<file path="src/rtl/mac_accumulator.sv">
// Streaming dot-product engine: per beat, multiply LANES operand pairs, reduce them in
// an adder tree, and accumulate across beats until in_last; results wait in a held register.
module mac_accumulator #(
  parameter int LANES  = 4,
  parameter int DW     = 8,
  parameter int ACC_W  = 32,
  parameter int SIGNED = 1
) (
  input  logic                  clk,
  input  logic                  rst_n,
  input  logic                  clear,
  input  logic                  in_valid,
  output logic                  in_ready,
  input  logic                  in_last,
  input  logic [LANES*DW-1:0]   x_in,
  input  logic [LANES*DW-1:0]   w_in,
  output logic                  out_valid,
  input  logic                  out_ready,
  output logic [ACC_W-1:0]      out_data,
  output logic [15:0]           out_beats
);

  localparam int PW = 2 * DW;
  localparam int SW = PW + $clog2(LANES);

  localparam logic [0:0] IDLE  = 1'b0;
  localparam logic [0:0] ACCUM = 1'b1;

  // Handshake: a beat moves on in_valid & in_ready. The only back-pressure
  // source is an unaccepted result, and it freezes the whole pipeline.
  logic stall;
  logic take;

  assign stall    = out_valid & ~out_ready;
  assign in_ready = ~stall;
  assign take     = in_valid & in_ready & ~clear;

  logic [PW-1:0] prod [LANES];

  // Operands are widened by one bit (sign or zero) so one signed multiplier
  // serves both operand modes.
  for (genvar g = 0; g < LANES; g++) begin : g_mul
    logic signed [DW:0]     xa;
    logic signed [DW:0]     wa;
    logic signed [2*DW+1:0] full;
    assign xa      = {(SIGNED != 0) && x_in[g*DW+DW-1], x_in[g*DW +: DW]};
    assign wa      = {(SIGNED != 0) && w_in[g*DW+DW-1], w_in[g*DW +: DW]};
    assign full    = xa * wa;
    assign prod[g] = full[PW-1:0];
  end

  logic          s1_valid;
  logic          s1_last;
  logic [PW-1:0] s1_p [LANES];

  logic          s2_valid;
  logic          s2_last;
  logic [SW-1:0] s2_sum;

  logic [0:0]       state;
  logic [ACC_W-1:0] acc;
  logic [15:0]      cnt;

  logic [SW-1:0]    sum;
  logic [ACC_W-1:0] s_ext;
  logic [ACC_W-1:0] acc_sum;
  logic [15:0]      cnt_inc;

  always_comb begin
    sum = '0;
    for (int i = 0; i < LANES; i++) begin
      sum = sum + {{(SW-PW){(SIGNED != 0) && s1_p[i][PW-1]}}, s1_p[i]};
    end
  end

  assign s_ext   = (SIGNED != 0) ? ACC_W'($signed(s2_sum)) : ACC_W'(s2_sum);
  assign acc_sum = acc + s_ext;
  assign cnt_inc = (cnt == 16'hFFFF) ? cnt : cnt + 16'd1;

  always_ff @(posedge clk or negedge rst_n) begin
    if (!rst_n) begin
      s1_valid <= 1'b0;
      s1_last  <= 1'b0;
      for (int i = 0; i < LANES; i++) s1_p[i] <= '0;
    end else if (clear) begin
      s1_valid <= 1'b0;
      s1_last  <= 1'b0;
    end else if (!stall) begin
      s1_valid <= take;
      if (take) begin
        s1_last <= in_last;
        for (int i = 0; i < LANES; i++) s1_p[i] <= prod[i];
      end
    end
  end

  always_ff @(posedge clk or negedge rst_n) begin
    if (!rst_n) begin
      s2_valid <= 1'b0;
      s2_last  <= 1'b0;
      s2_sum   <= '0;
    end else if (clear) begin
      s2_valid <= 1'b0;
      s2_last  <= 1'b0;
    end else if (!stall) begin
      s2_valid <= s1_valid;
      if (s1_valid) begin
        s2_last <= s1_last;
        s2_sum  <= sum;
      end
    end
  end

  // Accumulate FSM. When not stalled, any pending result has been accepted
  // this cycle, so out_valid simply follows whether a new result is written.
  always_ff @(posedge clk or negedge rst_n) begin
    if (!rst_n) begin
      state     <= IDLE;
      acc       <= '0;
      cnt       <= '0;
      out_valid <= 1'b0;
      out_data  <= '0;
      out_beats <= '0;
    end else if (clear) begin
      state     <= IDLE;
      acc       <= '0;
      cnt       <= '0;
      out_valid <= 1'b0;
      out_data  <= '0;
      out_beats <= '0;
    end else if (!stall) begin
      out_valid <= s2_valid & s2_last;
      if (s2_valid) begin
        if (s2_last) begin
          out_data  <= (state == ACCUM) ? acc_sum : s_ext;
          out_beats <= (state == ACCUM) ? cnt_inc : 16'd1;
          acc       <= '0;
          cnt       <= '0;
          state     <= IDLE;
        end else begin
          acc   <= (state == ACCUM) ? acc_sum : s_ext;
          cnt   <= (state == ACCUM) ? cnt_inc : 16'd1;
          state <= ACCUM;
        end
      end
    end
  end

endmodule

</file>
<file path="config.mk">
export PLATFORM = sky130hd
export DESIGN_NAME = mac_accumulator
export DESIGN_NICKNAME = d
export VERILOG_FILES = /design/src/rtl/mac_accumulator.sv
export SDC_FILE = /design/constraint.sdc
export NUM_CORES = 1
export LEC_CHECK = 0
export ABC_AREA = 1
export CORE_ASPECT_RATIO = 1.5
export CORE_MARGIN = 8
export CORE_UTILIZATION = 48
export CTS_BUF_LIST = sky130_fd_sc_hd__clkbuf_4 sky130_fd_sc_hd__clkbuf_8
export CTS_CLUSTER_SIZE = 24
export DETAILED_ROUTE_END_ITERATION = 12
export PLACE_DENSITY = 0.7
export RECOVER_POWER = 25
export SYNTH_ARGS = -nofsm -noshare
export SYNTH_HDL_FRONTEND = slang
export SYNTH_SLANG_ARGS = --single-unit
export TNS_END_PERCENT = 5
</file>
<file path="constraint.sdc">
create_clock -name clk -period 6.8 [get_ports clk]
set_input_delay 1.02 -clock clk [delete_from_list [all_inputs] [get_ports clk]]
set_output_delay 1.02 -clock clk [all_outputs]
set_load 0.05 [all_outputs]
</file>
==> impl_results.rst <==
.. list-table::
   :header-rows: 1

   * - Metric
     - Value
   * - Pre-CTS setup slack
     - 1.26 ns
   * - EDFF count, synth
     - 0
   * - Detail Route met2 WL
     - 28700 um
   * - Maximum clock frequency
     - 200 MHz
   * - Final setup viols
     - 0
   * - Chip Width
     - 190 um
   * - Area delta synth->final
     - 9.29%
   * - Sequential cell area fraction in the yosys report
     - 21.2%
   * - Number of antenna-violating nets in the routed design
     - 0
   * - Fraction of layout instances using a drive strength above 1
     - 3.14%
   * - Max-capacitance violation count
     - 1
   * - Placeable core region
     - 0.0447 mm^2
   * - Worst-skew pair later-pin latency
     - 0.52 ns
   * - ANT cells
     - 0
   * - Critical path endpoint category
     - flip-flop
   * - Max clock buf depth
     - 2
   * - Clock tree from TritonCTS
     - done
   * - Critical Path, Cell by Cell
     - clkdlybuf4s50_1 > nand2_1 > fa_1 > inv_1 > fa_1 > inv_1 > fa_1 > inv_1 > fa_1 > ha_1 > inv_1 > nor3_1 > nand3_1 > nand4_1 > xor2_1 > nand2_1 > nand2_1
   * - Tightest Hold Check Type
     - flip-flop to flip-flop
   * - Kind of cell with the highest combined delay on the critical path
     - adder cells
   * - CP max FO
     - 8
   * - Most frequent cells in the layout
     - 835 x sky130_fd_sc_hd__nand2_1, 677 x sky130_fd_sc_hd__inv_1, 254 x sky130_fd_sc_hd__fa_1
   * - Height of the die
     - 276 um
   * - Worst-Margin Slew
     - 4.39 ns
   * - DP Wirelength
     - 43300 um
   * - Final critical-path share of the clock period
     - 73.6%
   * - Status
     - complete, but fails checks
   * - Antenna violations before repair
     - 0
   * - Vias in the first global route
     - 18800
   * - Classification of the worst setup path
     - input pin to flip-flop
   * - DRC violations left
     - 0
   * - Slowest-stage cell, CP
     - sky130_fd_sc_hd__fa_1
   * - Power per cell area
     - 408 mW/mm^2
   * - RePlAce Congestion
     - 0.926
   * - Metal-1 WL
     - 19800 um
   * - CP required
     - 7.25 ns
   * - Flip-flop and latch count after synthesis
     - 184
   * - Wire length of the first global-routing pass
     - 88500 um
   * - Highest metal layer with signal wires
     - met4
   * - Count of distinct cell types in the synthesized netlist
     - 45
   * - Commonest non-fill, non-tap cell in the layout
     - sky130_fd_sc_hd__nand2_1
   * - Largest net degree at the start of global routing
     - 97
   * - Routed wirelength normalized by instance count
     - 14.6 um
   * - Number of setup buffers added after CTS
     - 0
   * - Cell count after synthesis
     - 2908
   * - Clk sinks
     - 184
   * - Mapped Nets
     - 3397
   * - CP Launch Type
     - input pin
   * - Iteration-0 DRC Markers
     - 1014
   * - H-tree levels
     - 4
   * - Async set-or-reset flop fraction in the synthesized netlist
     - 100%
   * - Number of clock buffers inserted by TritonCTS
     - 17
   * - Time the worst path needs with I/O delays and setup
     - 5.00 ns
   * - Leakage Power
     - 13.5 nW
   * - DR pass1 iterations
     - 6
   * - Clock transition at the registers of the reported paths
     - 0.11 ns
   * - Placed cell count
     - 3513
   * - Final setup margin
     - 1.80 ns
   * - Delay of the slowest critical-path stage
     - 0.72 ns
   * - Hold buffer count at CTS
     - 0
   * - Worst-case clock skew
     - 0.0215 ns
   * - Final hold violation count
     - 0
   * - Worst reg2reg setup slack
     - 3.39 ns
   * - Vias per inst
     - 5.01
   * - Average cell area after synthesis
     - 7.46 um^2
   * - Number of input and output port buffers inserted
     - 119
   * - Largest voltage drop on the vdd net
     - 0.317 mV
   * - Post-Route Hold Slack
     - 0.486 ns
   * - Buffering stage count on the worst path with inverters included
     - 5
   * - Most used flip-flop cell after synthesis
     - sky130_fd_sc_hd__dfrtp_1
   * - Failing checks
     - capacitance limit, slew limit
   * - Total wirelength of the detailed-routed design
     - 51800 um
   * - Total overflow reported by the global router
     - 0
   * - Total negative slack
     - 0 ns
   * - Post-route non-filler standard cell count
     - 3545
   * - Cell area after synthesis
     - 0.0217 mm^2
   * - Total Nets Final
     - 3439
   * - GRT Util Overall
     - 20.3%
   * - RSZ-0062 raised after global routing
     - no
   * - Total Die Area
     - 0.0524 mm^2
   * - Slew Limit Fails
     - 80
   * - Count of boundary I/O pins
     - 120
   * - Clock tree root buffer cell
     - sky130_fd_sc_hd__clkbuf_8
   * - Fillers
     - 4395
   * - Routed vias
     - 17800
   * - Routed wire length on met3
     - 1400 um
   * - Initial core utilization
     - 48.6%
   * - Yosys warning total
     - 0
   * - Number of gates resized after cts
     - 0
   * - Max_slew headroom
     - -192%
   * - Crit path arrival time
     - 5.46 ns
   * - Standard-cell row count
     - 95
-- layer usage --
layer / track usage, % / up-vias
li1: - / 8763
met1: 21.9 / 8533
met2: 39.2 / 356
met3: 2.00 / 110
met4: 8.48 / 0
met5: 0 / -
-- synth_stat cells (39+ instances only) --
master / instances / area, um^2
sky130_fd_sc_hd__nand2_1: 835 / 3130
sky130_fd_sc_hd__inv_1: 677 / 2540
sky130_fd_sc_hd__fa_1: 254 / 5080
sky130_fd_sc_hd__dfrtp_1: 184 / 4600
sky130_fd_sc_hd__ha_1: 165 / 2060
sky130_fd_sc_hd__nand3_1: 160 / 801
sky130_fd_sc_hd__nor2_1: 99 / 372
sky130_fd_sc_hd__o21ai_0: 90 / 450
sky130_fd_sc_hd__clkbuf_1: 84 / 315
sky130_fd_sc_hd__a21oi_1: 74 / 370
sky130_fd_sc_hd__xnor2_1: 41 / 359
sky130_fd_sc_hd__xor2_1: 39 / 342
-- report_power, final --
part | leakage [nW] | internal, mW | switching [mW]
sequential | 2.41 | 1.38 | 0.289
combinational | 10.8 | 2.76 | 4.42
clock | 0.224 | 0.354 | 0.475
-- kinds of logic after synthesis --
kind of cell | after synthesis | share of synthesized area (%)
adder cells (fa/ha/maj) | 419 | 32.9
flip-flops | 184 | 21.2
XOR/XNOR | 80 | 3.23
AO/OA/AOI/OAI | 253 | 6.38
buffers and inverters | 795 | 13.9
AND/OR/NAND/NOR | 1174 | 22.2
multiplexers | 3 | 0.138
-- registers in the layout, indices dropped and copies added (netlist names) --
register and flops:
acc 32, cnt 16, out_beats 16, out_data 32, out_valid 1, s1_last 1, s1_p 64, s1_valid 1
s2_last 1, s2_sum 18, s2_valid 1, state 1
-- worst register-to-register path: stages, from the launching register on --
cell,delay (ns)
sky130_fd_sc_hd__dfrtp_1,0.48
sky130_fd_sc_hd__fa_1,0.46
sky130_fd_sc_hd__fa_1,0.51
sky130_fd_sc_hd__ha_1,0.16
sky130_fd_sc_hd__inv_1,0.06
sky130_fd_sc_hd__fa_1,0.45
sky130_fd_sc_hd__nand3b_1,0.18
sky130_fd_sc_hd__nand2_1,0.13
sky130_fd_sc_hd__a21boi_1,0.13
sky130_fd_sc_hd__o21ai_1,0.31
sky130_fd_sc_hd__nand3_1,0.16
sky130_fd_sc_hd__nand2_1,0.09
sky130_fd_sc_hd__nand2_1,0.05
sky130_fd_sc_hd__nand3_1,0.07
sky130_fd_sc_hd__nand2_1,0.05
-- final timing paths --
path | from | to | cells past startpoint
min reg2reg | out_data[26]$_DFFE_PN0P_ | out_data[26]$_DFFE_PN0P_ | 2
min | out_data[26]$_DFFE_PN0P_ | out_data[26]$_DFFE_PN0P_ | 2
max | w_in[10] | s1_p[47]$_DFFE_PN0P_ | 17
max in group asynchronous | rst_n | s1_p[49]$_DFFE_PN0P_ | 2
min in group asynchronous | rst_n | out_beats[14]$_DFFE_PN0P_ | 1
max reg2reg | s1_p[16]$_DFFE_PN0P_ | s2_sum[17]$_DFFE_PN0P_ | 14
-- metrics by stage --
| step | instance area, um^2 | total power [mW] | util [%] |
|---|---|---|---|
| floorplan | 21700 | 7.16 | - |
| global placement | 23300 | 8.72 | 52.1 |
| detailed placement | 23300 | 8.87 | 52.1 |
| CTS | 23700 | 9.74 | 53.1 |
| global route | 23700 | 10.9 | 53.1 |
| finish | 23700 | 9.68 | 53.1 |
-- cell type report --
| cell class | count | area (um^2) | share of cell area, % |
|---|---|---|---|
| clock buffer | 17 | 234 | 0.986 |
| clock inverter | 15 | 230 | 0.971 |
| inverter | 692 | 2600 | 10.9 |
| multi-input combinational | 1929 | 14100 | 59.4 |
| sequential | 184 | 4600 | 19.4 |
| tap | 582 | 728 | 3.07 |
| timing repair buffer | 126 | 1230 | 5.21 |
No activity file was read; power rests on OpenSTA's default activity.
